==> config.mk <==
export PLATFORM = sky130hd
export DESIGN_NAME = npu_cmd_scheduler
export DESIGN_NICKNAME = d
export VERILOG_FILES = /design/src/rtl/npu_pkg.sv /design/src/rtl/npu_cmd_fifo.sv /design/src/rtl/npu_cmd_scheduler.sv
export SDC_FILE = /design/constraint.sdc
export NUM_CORES = 1
export LEC_CHECK = 0
export CAP_MARGIN = 0
export CORE_MARGIN = 2
export CORE_UTILIZATION = 48
export DETAILED_ROUTE_END_ITERATION = 12
export PLACE_DENSITY = 0.75
export SYNTH_ARGS = -nofsm -noshare
export SYNTH_HDL_FRONTEND = slang
export SYNTH_SLANG_ARGS = --single-unit
==> constraint.sdc <==
create_clock -name clk -period 2.55 [get_ports clk]
set_clock_uncertainty 0.05 [all_clocks]
set_input_delay 0.3825 -clock clk [delete_from_list [all_inputs] [get_ports clk]]
set_output_delay 0.3825 -clock clk [all_outputs]
set_load 0.03 [all_outputs]
==> src/rtl/npu_pkg.sv <==
// Shared types for the NPU command path: command codes, tile request kinds
// and the queued command entry.
package npu_pkg;

    localparam logic [7:0] CMD_WRITE    = 8'h01;
    localparam logic [7:0] CMD_EXEC     = 8'h02;
    localparam logic [7:0] CMD_READ     = 8'h03;
    localparam logic [7:0] DATA_TIMEOUT = 8'hEE;

    typedef enum logic [1:0] {
        KIND_WRITE = 2'd0,
        KIND_EXEC  = 2'd1,
        KIND_READ  = 2'd2
    } tile_kind_t;

    typedef struct packed {
        tile_kind_t  kind;
        logic [5:0]  addr;
        logic [2:0]  opcode;
        logic [7:0]  wdata;
    } npu_cmd_t;

endpackage

==> src/rtl/npu_cmd_fifo.sv <==
// Synchronous FIFO of decoded NPU commands. A push is accepted when the FIFO is
// not full, or when a pop frees a slot in the same cycle.
module npu_cmd_fifo
    import npu_pkg::*;
#(
    parameter int FIFO_DEPTH = 4
) (
    input  logic                          clk,
    input  logic                          rst_n,
    input  logic                          push_i,
    input  npu_cmd_t                      din_i,
    input  logic                          pop_i,
    output npu_cmd_t                      dout_o,
    output logic                          full_o,
    output logic                          empty_o,
    output logic [$clog2(FIFO_DEPTH):0]   count_o
);

    localparam int AW = $clog2(FIFO_DEPTH);
    localparam int CW = AW + 1;

    npu_cmd_t        mem_q [FIFO_DEPTH];
    logic [AW-1:0]   wr_ptr_q, rd_ptr_q;
    logic [CW-1:0]   count_q;
    logic            do_push, do_pop;

    assign full_o  = (count_q == CW'(FIFO_DEPTH));
    assign empty_o = (count_q == '0);
    assign count_o = count_q;
    assign dout_o  = mem_q[rd_ptr_q];

    assign do_pop  = pop_i && !empty_o;
    assign do_push = push_i && (!full_o || do_pop);

    // Storage carries no reset; only pointers and count define validity.
    always_ff @(posedge clk) begin
        if (do_push) begin
            mem_q[wr_ptr_q] <= din_i;
        end
    end

    always_ff @(posedge clk or negedge rst_n) begin
        if (!rst_n) begin
            wr_ptr_q <= '0;
            rd_ptr_q <= '0;
            count_q  <= '0;
        end else begin
            if (do_push) wr_ptr_q <= wr_ptr_q + AW'(1);
            if (do_pop)  rd_ptr_q <= rd_ptr_q + AW'(1);
            case ({do_push, do_pop})
                2'b10:   count_q <= count_q + CW'(1);
                2'b01:   count_q <= count_q - CW'(1);
                default: count_q <= count_q;
            endcase
        end
    end

endmodule

==> src/rtl/npu_cmd_scheduler.sv <==
// Queues decoded SPI commands and dispatches them one at a time to the 8x8 tile
// array over req/ack, with an ack timeout, READ data return and sticky errors.
module npu_cmd_scheduler
    import npu_pkg::*;
#(
    parameter int FIFO_DEPTH  = 4,
    parameter int TIMEOUT_CYC = 16
) (
    input  logic       clk,
    input  logic       rst_n,
    input  logic       cmd_valid,
    input  logic [7:0] cmd,
    input  logic [2:0] tile_i,
    input  logic [2:0] tile_j,
    input  logic [2:0] op_code,
    input  logic [7:0] data_in,
    input  logic       clear_err,
    output logic       tile_req,
    output logic [5:0] tile_addr,
    output logic [1:0] tile_kind,
    output logic [2:0] tile_opcode,
    output logic [7:0] tile_wdata,
    input  logic       tile_ack,
    input  logic [7:0] tile_rdata,
    output logic [7:0] data_out,
    output logic       busy,
    output logic       err_overflow,
    output logic       err_badcmd,
    output logic       err_timeout
);

    localparam int CNT_W = $clog2(TIMEOUT_CYC + 1);

    typedef enum logic [1:0] {S_IDLE, S_ISSUE, S_DONE} state_t;

    state_t                       state_q, state_d;
    logic [CNT_W-1:0]             cnt_q, cnt_d;
    npu_cmd_t                     issue_q, issue_d;
    logic [7:0]                   data_q, data_d;
    logic                         err_ovf_q, err_bad_q, err_to_q;
    logic                         legal, pop, timeout_evt;
    npu_cmd_t                     new_cmd, fifo_dout;
    logic                         fifo_full, fifo_empty;
    logic [$clog2(FIFO_DEPTH):0]  fifo_count;

    always_comb begin
        legal        = 1'b1;
        new_cmd.kind = KIND_WRITE;
        case (cmd)
            CMD_WRITE: new_cmd.kind = KIND_WRITE;
            CMD_EXEC:  new_cmd.kind = KIND_EXEC;
            CMD_READ:  new_cmd.kind = KIND_READ;
            default:   legal        = 1'b0;
        endcase
        new_cmd.addr   = {tile_i, tile_j};
        new_cmd.opcode = op_code;
        new_cmd.wdata  = data_in;
    end

    npu_cmd_fifo #(.FIFO_DEPTH(FIFO_DEPTH)) u_fifo (
        .clk     (clk),
        .rst_n   (rst_n),
        .push_i  (cmd_valid && legal),
        .din_i   (new_cmd),
        .pop_i   (pop),
        .dout_o  (fifo_dout),
        .full_o  (fifo_full),
        .empty_o (fifo_empty),
        .count_o (fifo_count)
    );

    always_comb begin
        state_d     = state_q;
        cnt_d       = cnt_q;
        issue_d     = issue_q;
        data_d      = data_q;
        pop         = 1'b0;
        timeout_evt = 1'b0;
        case (state_q)
            S_IDLE: begin
                if (!fifo_empty) begin
                    pop     = 1'b1;
                    issue_d = fifo_dout;
                    state_d = S_ISSUE;
                end
            end
            S_ISSUE: begin
                cnt_d = cnt_q + CNT_W'(1);
                // An ack in the final allowed cycle still counts as success.
                if (tile_ack) begin
                    state_d = S_DONE;
                    if (issue_q.kind == KIND_READ) data_d = tile_rdata;
                end else if (cnt_q == CNT_W'(TIMEOUT_CYC - 1)) begin
                    state_d     = S_DONE;
                    timeout_evt = 1'b1;
                    data_d      = DATA_TIMEOUT;
                end
            end
            S_DONE: begin
                cnt_d   = '0;
                state_d = S_IDLE;
            end
            default: state_d = S_IDLE;
        endcase
    end

    always_ff @(posedge clk or negedge rst_n) begin
        if (!rst_n) begin
            state_q   <= S_IDLE;
            cnt_q     <= '0;
            issue_q   <= '0;
            data_q    <= '0;
            err_ovf_q <= 1'b0;
            err_bad_q <= 1'b0;
            err_to_q  <= 1'b0;
        end else begin
            state_q   <= state_d;
            cnt_q     <= cnt_d;
            issue_q   <= issue_d;
            data_q    <= data_d;
            err_ovf_q <= (cmd_valid && legal && fifo_full && !pop) || (err_ovf_q && !clear_err);
            err_bad_q <= (cmd_valid && !legal) || (err_bad_q && !clear_err);
            err_to_q  <= timeout_evt || (err_to_q && !clear_err);
        end
    end

    assign tile_req     = (state_q == S_ISSUE);
    assign tile_addr    = issue_q.addr;
    assign tile_kind    = issue_q.kind;
    assign tile_opcode  = issue_q.opcode;
    assign tile_wdata   = issue_q.wdata;
    assign data_out     = data_q;
    assign busy         = (fifo_count != '0) || (state_q != S_IDLE);
    assign err_overflow = err_ovf_q;
    assign err_badcmd   = err_bad_q;
    assign err_timeout  = err_to_q;

endmodule

# ---- Yosys cells after proc, flatten, opt, wreduce, memory -nomap -nowiden
# Memories as Yosys holds them, arrays and structs flattened. A register that Yosys moved wholly into a read port is not among the register bits.
# Cells that the tools add are included.
dict set report totals {
  register_bits 25
  mem_count 1
  in_bits 38
  mem_bits_rw 76
  wordCells 78
  output_inout_bits 32
}
dict set report classes {
  addsub 5
  n_mux 18
  n_reduce_logical 31
  n_eq_ne 13
  bitwise_logic 1
}
# memory depth word_bits read_ports rd_ports_with_merged_regs wr line
set mem_list {}
lappend mem_list {u_fifo.mem_q 4 19 1 1 1 npu_cmd_fifo.sv:22} ;# npu_cmd_t mem_q [FIFO_DEPTH];
# operator count
set ops {}
lappend ops {{2-to-1 mux 8 bit} 3}
lappend ops {{== test 8 x 2 -> 1 bit (second input constant)} 2}
lappend ops {{one-hot mux 5 bit (2 select lines)} 1}
lappend ops {{logical AND 1 bit} 9}
lappend ops {{== test 8 x 1 -> 1 bit (second input constant)} 1}
lappend ops {{2-to-1 mux 1 bit} 8}
lappend ops {{one-hot mux 2 bit (2 select lines)} 2}
lappend ops {{nonzero test 2 bit} 4}
lappend ops {{== test 2 bit (second input constant)} 3}
lappend ops {{logical NOT 1 bit} 6}
lappend ops {{2-to-1 mux 2 bit} 3}
lappend ops {{one-hot mux 3 bit (2 select lines)} 1}
lappend ops {{adder 5 x 1 -> 5 bit (second input constant)} 1}
lappend ops {{== test 5 x 4 -> 1 bit (second input constant)} 1}
lappend ops {{logical OR 1 bit} 5}
lappend ops {{adder 2 x 1 -> 2 bit (second input constant)} 2}
lappend ops {{== test 2 x 1 -> 1 bit (second input constant)} 2}
lappend ops {{AND reduction 2 bit} 2}
lappend ops {{adder 3 x 1 -> 3 bit (second input constant)} 1}
lappend ops {{== test 3 bit (second input constant)} 1}
lappend ops {{logical NOT 3 bit} 1}
lappend ops {{inequality test 3 x 1 -> 1 bit (second input constant)} 1}
lappend ops {{AND reduction 3 bit} 1}
lappend ops {{nonzero test 3 bit} 1}
lappend ops {{6 further kinds} 6}

# ---- Logic depth before layout (Yosys ltp)
# Gate-level depths: netlist of run 1.
dict set report logic_depth {
  ltp_word 8
  depth_mapped 12
  ltp_nobuf 11
}

# ---- Cells and area by module
# A second synthesis of run 1 with hierarchy kept.
dict set report unflattened {
  hier_cells 263
  hier_area_um2 4784.6
}
# module n_inst area_each_um2 cells_each
set by_module_without_submodules {}
lappend by_module_without_submodules {npu_cmd_fifo 1 3165.5 137}
lappend by_module_without_submodules {npu_cmd_scheduler 1 1619.1 126}

# ---- Least setup slack after synthesis of run 1
# No wires, ideal clock.
dict set report synth_timing {
  path_type {register -> register}
  startpoint {register state_q[0]}
  endpoint {register u_fifo.count_q[2] (netlist: u_fifo.count_o[2])}
  slack_ps -3
  setup_time_ps 79
  arrival_ps 2424
  synth_period_minus_slack_ps 2553
  stages_incl_launch_ff 13
  path_buffers 1
  cell_sequence {dfrtp_1 -> inv_1 -> ha_1 -> or4b_1 -> and3_1 -> buf_6 -> inv_1 -> ha_1 -> inv_1 -> fa_1 -> xor2_1 -> nor2_1 -> xor2_1}
}
dict set report synth_via {
  elab_chain_len 7
}
# item line
set synth_lines {}
lappend synth_lines {{start, declared} npu_cmd_scheduler.sv:36} ;# state_t state_q, state_d;
lappend synth_lines {{start signal, assigned} npu_cmd_scheduler.sv:117} ;# state_q <= state_d;
lappend synth_lines {{logical NOT 2 bit (*)} npu_cmd_scheduler.sv:79} ;# case (state_q)
lappend synth_lines {{2-to-1 mux 1 bit (*)} npu_cmd_scheduler.sv:79}
lappend synth_lines {{logical AND 1 bit (*)} npu_cmd_fifo.sv:32} ;# assign do_pop = pop_i && !empty_o;
lappend synth_lines {{logical OR 1 bit} npu_cmd_fifo.sv:33} ;# assign do_push = push_i && (!full_o || do_pop);
lappend synth_lines {{logical AND 1 bit} npu_cmd_fifo.sv:33}
lappend synth_lines {{== test 2 x 1 -> 1 bit / == test 2 bit (equally long branches)} npu_cmd_fifo.sv:50} ;# case ({do_push, do_pop})
lappend synth_lines {{one-hot mux 3 bit (2 select lines) / nonzero test 2 bit (equally long branches)} n/a}
lappend synth_lines {{end signal, assigned} npu_cmd_fifo.sv:51} ;# 2'b10: count_q <= count_q + CW'(1);
lappend synth_lines {{end signal, assigned} npu_cmd_fifo.sv:52} ;# 2'b01: count_q <= count_q - CW'(1);
lappend synth_lines {{end signal, assigned} npu_cmd_fifo.sv:53} ;# default: count_q <= count_q;
lappend synth_lines {{end, declared} npu_cmd_fifo.sv:24} ;# logic [CW-1:0] count_q;
# Every way passes the cells marked *; elsewhere a longest branch is shown, timed or not.
# A chain may end at the register's enable or synchronous reset.

# ---- Worst setup path in the final report of run 1
# Same ends and word-level chain as after synthesis.

==> results of run 1 <==
metrics by stage:
| stage | TNS (ps) | hold slack (ps) | instance area, um2 | setup WS [ps] | std cells |
|---|---|---|---|---|---|
| final | 0 | 287 | 6330 | 103 | 511 |
| after CTS | 0 | 292 | 6300 | 11.5 | 510 |
| after global routing | -38.8 | 307 | 6330 | -38.8 | 511 |
| after global placement | -5210 | 276 | 5750 | -176 | 477 |
| after detailed placement | -8950 | 281 | 5750 | -256 | 477 |
| after floorplan | 0 | 36.9 | 4760 | 29.5 | 266 |
power breakdown:
| group | internal [mW] | switching [mW] |
|---|---|---|
| logic | 1.32 | 1.29 |
| clock network | 1.37 | 0.772 |
| registers | 2.41 | 0.234 |
cell families (layout without fill, tap and decap cells):
group	Yosys count	in the layout
DFF	120	120
xor gates and xnor gates	6	6
muxes	42	42
adders and majority gates	12	12
AOI/OAI and AO/OA	22	22
buffers and inverters	27	139
and+or+nand+nor	37	37
what timing repair did:
item,CTS,global route
hold buffers,1,0
gates resized for setup,1,8
pin swaps,0,2
hold endpoints to repair,14,0
cloned,0,0
setup buffers,0,1
endpoints found under the setup margin,1,3
cell type report:
type / instances / area [um2]
inverters: 19 / 71.3
fillers: 677 / 3360
clock inverters: 11 / 106
multi-input cells: 119 / 1290
flip-flops and latches: 120 / 3380
repair buffers: 88 / 886
clock buffers: 21 / 429
well taps: 133 / 166
layer usage:
metal / up-vias / share of wire / global-route usage
met2: 72 / 0.54 / 0.318
li1: 1205 / - / -
met4: 0 / 0.014 / 0.0666
met3: 13 / 0.044 / 0.0566
met1: 1355 / 0.41 / 0.218
met5: - / 0 / 0
state kept, by name, summed over array words and instances, names as in the netlist, 2 cells and up:
register and count:
u_fifo.mem_q 76, data_out 8, tile_wdata 8, tile_addr 6, cnt_q 5, tile_opcode 3
u_fifo.count_o 3, state_q 2, tile_kind 2, u_fifo.rd_ptr_q 2, u_fifo.wr_ptr_q 2
cells in the final DEF, fill, tap and decap left out, types with 2 or more instances in the layout:
cell type        instances
a21oi_1                  3
a31oi_1                  2
and2_2                   3
and3_1                   2
buf_12                   4
buf_4                   14
bufinv_16                2
clkbuf_1                 4
clkbuf_16               16
clkdlybuf4s50_1         66
clkinv_1                 5
clkinvlp_4               3
dfrtp_1                 44
dlymetal6s2s_1           2
edfxtp_1                76
ha_1                     9
inv_1                   17
inv_2                    2
mux2_2                  20
mux2i_1                  2
mux4_2                  19
nand2_1                  9
nand2b_1                 4
nand3_1                  2
nor2_1                   6
nor3_1                   2
o21ai_0                  7
o22a_1                   4
o22ai_1                  4
xnor2_1                  4
xor2_1                   2
worst paths after layout:
path / slack [ps] / to / depth (start not counted)
max: 100 / u_fifo.count_o[2] / 11
min: 290 / data_out[7] / 2
max reg2reg: 100 / u_fifo.count_o[2] / 11
min reg2reg: 440 / data_out[4] / 2
max in group asynchronous: 1430 / tile_wdata[7] / 3
min in group clk: 400 / data_out[3] / 3
==> results.json, run 1 <==
{
  "run_status": "finished, final reports clean",
  "max_cap_viol_count": 0,
  "grt_pass1_wl_um": 14800,
  "total_power_mw": 7.39,
  "timing.critical_path.from_type": "flop",
  "fp.dieH_um": 104,
  "routed-via-count": 2645,
  "worstSetupEndpointType": "flop",
  "synthSimpleGateAreaFrac": 0.0466,
  "max_slew_margin": 0.657,
  "synth-seq-area-share": 0.711,
  "tritoncts_buffers": 17,
  "placeableCoreArea_um2": 9680,
  "placement_rows": 36,
  "final_net_count": 415,
  "critPathTopFamily": "simple AND/OR/NAND/NOR gates",
  "postRouteWirelength_um": 9030,
  "period_minus_slack_ps": 2450,
  "antenna_cells_inserted": 0,
  "remaining_drc_errors": 0,
  "gp_routability_congestion": 0.786,
  "first_global_vias": 2896,
  "area_growth_syn_to_layout_pct": 33.0,
  "path_cells": "inv_2 > ha_4 > or4b_4 > and3_4 > inv_1 > ha_2 > inv_1 > fa_2 > xor2_1 > nor2_1 > xor2_1",
  "pin_count_of_the_biggest_net_entering_global_routing": 31,
  "drt-wirelength-per-cell_um": 17.7,
  "die_w_um": 104,
  "yosys_warnings": 0,
  "start_util": 0.491,
  "synth_mux_area_frac": 0.145,
  "worst-endpoint-arrival_ps": 2820,
  "cp_data_required_time_ps": 2930,
  "ys_async_sr_fraction": 0.367,
  "synth_adder_area_share": 0.0331,
  "gr-total-overflow": 0,
  "crit_path_max_fanout": 3,
  "clock-root-buffer": "clkbuf_8",
  "drt_pre_antenna_iters": 5,
  "post-synth-top-area-fraction": 0.480,
  "combinational_family_with_the_most_area_after_synthesis": "multiplexers",
  "hold_class": "input port to asynchronous set/reset pin",
  "num_io_pins": 70,
  "critical_path.slowest_cell": "or4b_4",
  "grtUsageTotal": 0.184,
  "power.density_cell_area_nw_per_um2": 1170,
  "synth_xor_xnor_area_share": 0.0110,
  "final_min_period_over_clock_period": 0.960,
  "power.ir.vdd_worst_mv": 0.639,
  "clkLatencyLatePin_ps": 500,
  "path_buf_inv": 3,
  "cts_num_sinks": 120,
  "fmax_ghz": 0.409,
  "cts_tree": "done",
  "pleak_nw": 2.35,
  "ff_to_ff_start": "state_q[0]",
  "placement.io_buffers": 69,
  "report.final.setup_viol": 0,
  "postSynthRegisterBits": 120,
  "worst_path_largest_cell_delay_ps": 480,
  "syn-instance-count": 266,
  "criticalPathCategory": "flop to flop",
  "worst_slew_pin_slew_ps": 514,
  "yosysUniqueCellTypes": 36,
  "syn-cell-area_um2": 4760,
  "synth_fp_nets": 316,
  "synth.cells.most_frequent": "76 x edfxtp_1, 44 x dfrtp_1, 20 x mux2_2, 19 x inv_1, 19 x mux4_2",
  "postSynthAreaPerCell_um2": 17.9,
  "synth-compound-area-share": 0.0295,
  "antenna_violating_nets_post_route": 0,
  "worstSetupStartpoint": "state_q[0]",
  "hpwl_um": 6050,
  "report.final.slew_viol_count": 0,
  "synth_flop_cell": "edfxtp_1",
  "cts_buffer_depth": 2,
  "clock_pin_slew_reported_for_the_worst_setup_and_hold_paths_after_clock_tree_synthesis_ps": 60,
  "post-synth-top-count-cell": "edfxtp_1",
  "post_route_cells_drive_above_1_share": 0.249,
  "route.detailed.vias_per_inst": 5.18,
  "rsz_0062_raised_after_global_routing": "yes",
  "drt_iter0_drc": 113,
  "synth_edf_count": 76,
  "clock_tree.htree_level_count": 4,
  "initial_antenna_violation_count": 0,
  "final_core_utilization": 0.653,
  "fp.dieArea_um2": 10700,
  "synth_area_leaders": "edfxtp_1 48%, dfrtp_1 23%, mux4_2 9.0%",
  "count_of_final_hold_check_violations": 0,
  "yosys.area.top_type": "edfxtp_1"
}
Note: power is estimated with default switching activity, not from simulation.
==> inputs of run 2 (changes only) <==
==> constraint.sdc (replaced) <==
create_clock -name clk -period 2.55 [get_ports clk]
set_clock_uncertainty 0.05 [all_clocks]
set_input_delay 0.3825 -clock clk [delete_from_list [all_inputs] [get_ports clk]]
set_output_delay 0.3825 -clock clk [all_outputs]
set_load 0.01 [all_outputs]
==> run 2 against run 1 <==
Effect of this change:
- critical path depth did not move
- fmax fell by 1.1%
- sequential power barely moved
- hold slack improved by 3.0 ps
- count of clock-buffer cells in the layout did not move
- critical path type unchanged
==> results.json, run 2 (synthesis gave the netlist of run 1 again) <==
{
  "max_slew_margin": 0.654,
  "initial_antenna_violation_count": 0,
  "timing.critical_path.from_type": "flop",
  "antenna_violating_nets_post_route": 0,
  "die_w_um": 104,
  "antenna_cells_inserted": 0,
  "worstSetupEndpointType": "flop",
  "gp_routability_congestion": 0.786,
  "cp_data_required_time_ps": 2920,
  "remaining_drc_errors": 0,
  "clock_pin_slew_reported_for_the_worst_setup_and_hold_paths_after_clock_tree_synthesis_ps": 60,
  "pleak_nw": 2.34,
  "largest_reg_flops": 76,
  "area_growth_syn_to_layout_pct": 33.0,
  "criticalPathCategory": "flop to flop",
  "final_net_count": 417,
  "run_status": "finished, final reports clean",
  "post_route_cells_drive_above_1_share": 0.253,
  "clock-root-buffer": "clkbuf_8",
  "fmax_ghz": 0.404,
  "final_min_period_over_clock_period": 0.970,
  "rrSetupSlack_ps": 80,
  "first_global_vias": 2896,
  "grtUsageTotal": 0.184,
  "power.density_cell_area_nw_per_um2": 1110,
  "drt_pre_antenna_iters": 4,
  "power.ir.vdd_worst_mv": 0.584,
  "crit_path_max_fanout": 4,
  "cts_num_sinks": 120,
  "worst-endpoint-arrival_ps": 2840,
  "placeableCoreArea_um2": 9680,
  "count_of_final_hold_check_violations": 0,
  "report.final.slew_viol_count": 0,
  "placement.io_buffers": 69,
  "critical_path.reg2reg.endpoint": "u_fifo.count_o[2]",
  "multi_input_area_um2": 1280,
  "route.detailed.vias_per_inst": 5.16,
  "drt-wirelength-per-cell_um": 17.7,
  "num_io_pins": 70,
  "routed-via-count": 2648,
  "mostFrequentLayoutCells": "76 x edfxtp_1, 68 x clkdlybuf4s50_1, 44 x dfrtp_1",
  "timing.setup.tns_ps": 0,
  "tritoncts_buffers": 17,
  "reg2reg_depth": 11,
  "period_minus_slack_ps": 2470,
  "report.final.setup_viol": 0,
  "ff_to_ff_start": "state_q[1]",
  "fp.dieArea_um2": 10700,
  "drt_iter0_drc": 118,
  "pin_count_of_the_biggest_net_entering_global_routing": 31,
  "hpwl_um": 6050,
  "gr-total-overflow": 0,
  "grt_pass1_wl_um": 14800,
  "fillCellCount": 681,
  "cts_tree": "done",
  "placement_rows": 36,
  "start_util": 0.491,
  "cts_buffer_depth": 2,
  "clkLatencyLatePin_ps": 500,
  "postRouteWirelength_um": 9060,
  "hold_class": "input port to asynchronous set/reset pin",
  "fp.dieH_um": 104,
  "clock_tree.htree_level_count": 4,
  "max_cap_viol_count": 0,
  "final_core_utilization": 0.653,
  "mostFrequentLayoutCell": "edfxtp_1",
  "register_area_um2": 3380,
  "worst_slew_pin_slew_ps": 519,
  "top_register": "u_fifo.mem_q"
}
run 2: per-layer routing:
layer,vias up,share of wire,global-route usage
met1,1349,0.40,0.218
met5,-,0,0
met4,0,0.0091,0.0666
met2,79,0.54,0.318
li1,1211,-,-
met3,9,0.049,0.0566
run 2: stage by stage:
stage	cells	total power, mW	setup WS (ps)	hold slack, ps	area, um2
CTS	510	7.05	11.5	292	6300
floorplan	266	3.98	29.5	36.9	4760
finish	513	7.04	77.1	290	6330
global placement	477	4.79	-176	276	5750
detailed placement	477	4.88	-256	281	5750
global route	513	7.41	-37.4	307	6330
run 2: what timing repair did:
action / 4_1_cts / 5_1_grt
buffers inserted: 0 / 3
pin swaps: 0 / 2
resized for setup: 1 / 5
endpoints found under the setup margin: 1 / 1
hold endpoints to repair: 14 / 0
hold buffers: 1 / 0
run 2: final cells by class:
type / instances / share of cell area
Clock inverter: 11 / 0.0168
Clock buffer: 21 / 0.0678
Tap cell: 133 / 0.0263
Inverter: 19 / 0.0113
Sequential cell: 120 / 0.535
Multi-Input combinational cell: 119 / 0.202
Timing Repair Buffer: 90 / 0.142
run 2: worst max-delay path by stage:
stage	slack (ps)	endpoint	cells after the start	start
after global routing	-40	u_fifo.count_o[2]	11	state_q[0]
after floorplan	30	u_fifo.count_o[2]	12	state_q[0]
after detailed placement	-260	u_fifo.count_o[2]	11	cmd[3]
final	80	u_fifo.count_o[2]	11	state_q[1]
after CTS	10	u_fifo.count_o[2]	11	state_q[0]
after global placement	-180	u_fifo.count_o[2]	11	cmd[3]
run 2: critical path: stages, from the launching register on:
cell and delay [ps]:
dfrtp_1 370, inv_2 70, ha_2 190, or4b_4 480
and3_4 200, inv_1 50, ha_2 170, inv_1 50
fa_2 330, xor2_1 150, nor2_1 130, xor2_1 150
run 2: report_power, final:
group | internal (mW) | leakage, nW | switching [mW]
sequential | 2.41 | 1.19 | 0.235
clock | 1.37 | 0.250 | 0.769
combinational | 1.32 | 0.905 | 0.935
total | 5.10 | 2.34 | 1.94
==> inputs of run 3 (changes only) <==
--- a/config.mk
+++ b/config.mk
@@ -6,10 +6,12 @@
 export NUM_CORES = 1
 export LEC_CHECK = 0
 export CAP_MARGIN = 0
+export CORE_ASPECT_RATIO = 0.5
 export CORE_MARGIN = 2
 export CORE_UTILIZATION = 48
 export DETAILED_ROUTE_END_ITERATION = 12
 export PLACE_DENSITY = 0.75
+export SLEW_MARGIN = 20
 export SYNTH_ARGS = -nofsm -noshare
 export SYNTH_HDL_FRONTEND = slang
 export SYNTH_SLANG_ARGS = --single-unit
==> run 3 against run 2 <==
Effect of this change:
- sequential share of layout area down 0.52 points
- largest power group unchanged
- global-route usage down 0.10 points
- count of clock-buffer cells in the layout up 2
- die area up 0.45%
- final cell count up 0.58%
- clock power up 12%
- routed wire length down 0.57%
- via count down 0.64%
- design area up 0.99%
- critical path type unchanged
==> results.json, run 3 (synthesis gave the netlist of run 1 again) <==
{
  "p_sw_frac": 0.270,
  "run_status": "finished, final reports clean",
  "worst_hold_slack_ps": 350,
  "internal_power_mw": 5.32,
  "max_cap_viol_count": 0,
  "count_of_final_hold_check_violations": 0,
  "antenna_cells_inserted": 0,
  "area_growth_syn_to_layout_pct": 34.4,
  "clock_tree.htree_level_count": 4,
  "gr-total-overflow": 0,
  "cts_num_sinks": 120,
  "placement.io_buffers": 69,
  "mostFrequentLayoutCells": "76 x edfxtp_1, 68 x clkdlybuf4s50_1, 44 x dfrtp_1",
  "fmax_ghz": 0.404,
  "remaining_drc_errors": 0,
  "tritoncts_buffers": 17,
  "drt_iter0_drc": 108,
  "crit_path_max_fanout": 3,
  "cts_tree": "done",
  "clockPowerShare": 0.329,
  "critical_path.slowest_cell": "or4b_4",
  "postPlaceCellArea_um2": 5750,
  "postRouteWirelength_um": 9000,
  "worst_slew_pin_slew_ps": 673,
  "worst-endpoint-arrival_ps": 2750,
  "fp.dieH_um": 74.4,
  "report.final.slew_viol_count": 0,
  "hold_class": "input port to asynchronous set/reset pin",
  "grt_pass1_wl_um": 14100,
  "criticalPathCategory": "flop to flop",
  "placement_rows": 25,
  "clock-root-buffer": "clkbuf_16",
  "cts_buffer_depth": 2,
  "path_cells": "inv_2 > ha_2 > or4b_4 > and3_4 > inv_1 > ha_2 > inv_1 > fa_2 > xor2_1 > nor2_1 > xor2_1",
  "die_w_um": 145,
  "largest_reg_flops": 76,
  "path_buf_inv": 3,
  "worstSetupEndpointType": "flop",
  "gp_routability_congestion": 0.737,
  "placeableCoreArea_um2": 9540,
  "drt-wirelength-per-cell_um": 17.4,
  "seq_power_share": 0.364,
  "stdcell_area_um2": 6390,
  "final_min_period_over_clock_period": 0.970,
  "max_slew_margin": 0.552,
  "top_register": "u_fifo.mem_q",
  "antenna_violating_nets_post_route": 0,
  "total_switching_power_mw": 1.96,
  "final_net_count": 418,
  "pin_count_of_the_biggest_net_entering_global_routing": 22,
  "initial_antenna_violation_count": 0,
  "critPathTopFamily": "simple AND/OR/NAND/NOR gates",
  "post_route_cells_drive_above_1_share": 0.268,
  "mostFrequentLayoutCell": "edfxtp_1",
  "pleak_nw": 2.39,
  "fp.dieArea_um2": 10800,
  "grtUsageTotal": 0.183,
  "power.density_cell_area_nw_per_um2": 1140,
  "routed-via-count": 2631,
  "hpwl_um": 6070,
  "cp_data_required_time_ps": 2830,
  "total_power_mw": 7.28,
  "comb_power_share": 0.307,
  "first_global_vias": 2787,
  "num_io_pins": 70,
  "route.detailed.vias_per_inst": 5.10,
  "start_util": 0.499,
  "clock_pin_slew_reported_for_the_worst_setup_and_hold_paths_after_clock_tree_synthesis_ps": 50,
  "report.final.setup_viol": 0,
  "timing.critical_path.from_type": "flop",
  "drt_pre_antenna_iters": 5,
  "worst_path_largest_cell_delay_ps": 500,
  "period_minus_slack_ps": 2470,
  "clkLatencyLatePin_ps": 410,
  "power.ir.vdd_worst_mv": 0.582
}
[run 3: changes by cell type in the layout (fill, tap and decap cells not counted), sizes merged]
| cell | previous run | this run |
|---|---|---|
| clkinv | 6 | 5 |
| clkbuf | 21 | 23 |
| clkinvlp | 3 | 1 |
| buf | 21 | 22 |
| bufinv | 2 | 3 |
[run 3: what timing repair did]
| action | CTS | global route |
|---|---|---|
| gates resized for setup | 1 | 4 |
| setup buffers | 0 | 2 |
| endpoints found under the hold margin | 10 | 0 |
| pin swaps | 0 | 1 |
| hold buffers | 1 | 0 |
| setup endpoints to repair | 1 | 1 |
| cloned | 0 | 0 |
[run 3: layer usage]
metal / track usage / up-vias / wire length, um
met3: 0.0509 / 17 / 357
met1: 0.223 / 1332 / 4070
li1: - / 1215 / -
met4: 0.0895 / 0 / 120
met2: 0.309 / 67 / 4450
met5: 0 / - / 0
[run 3: path summary, 6_finish.rpt]
check | slack [ps] | depth (start not counted) | endpoint | start
hold / removal | 350 | 2 | err_badcmd | rst_n
max in group asynchronous | 1530 | 3 | tile_addr[1] | rst_n
setup reg to reg | 80 | 11 | u_fifo.count_o[2] | state_q[0]
min in group clk | 420 | 2 | data_out[4] | data_out[4]
hold reg to reg | 420 | 2 | data_out[4] | data_out[4]
setup / recovery | 80 | 11 | u_fifo.count_o[2] | state_q[0]
[run 3: through the flow]
step,std cells,setup slack (ps),util,setup TNS [ps]
finish,516,77.2,0.670,0
global route,516,-21.6,0.670,-21.6
CTS,514,2.38,0.667,0
detailed placement,481,-290,0.603,-9460
global placement,481,-177,0.603,-4630
floorplan,266,29.5,-,0
[run 3: area by class of cell]
class | instances | area, um2
multi-input combinational | 119 | 1280
inverter | 19 | 71.3
fill | 622 | 3150
clock inverter | 9 | 123
tap | 135 | 169
timing repair buffer | 91 | 891
sequential | 120 | 3380
clock buffer | 23 | 478
[run 3: power by group through the flow]
stage                     logic (mW)  registers, mW  clock network [mW]
after CTS                       2.23           2.65                2.44
final                           2.23           2.65                2.39
after detailed placement        2.21           2.68                   0
after global placement          2.10           2.66                   0
after floorplan                 1.27           2.71                   0
after global routing            2.42           2.70                2.52
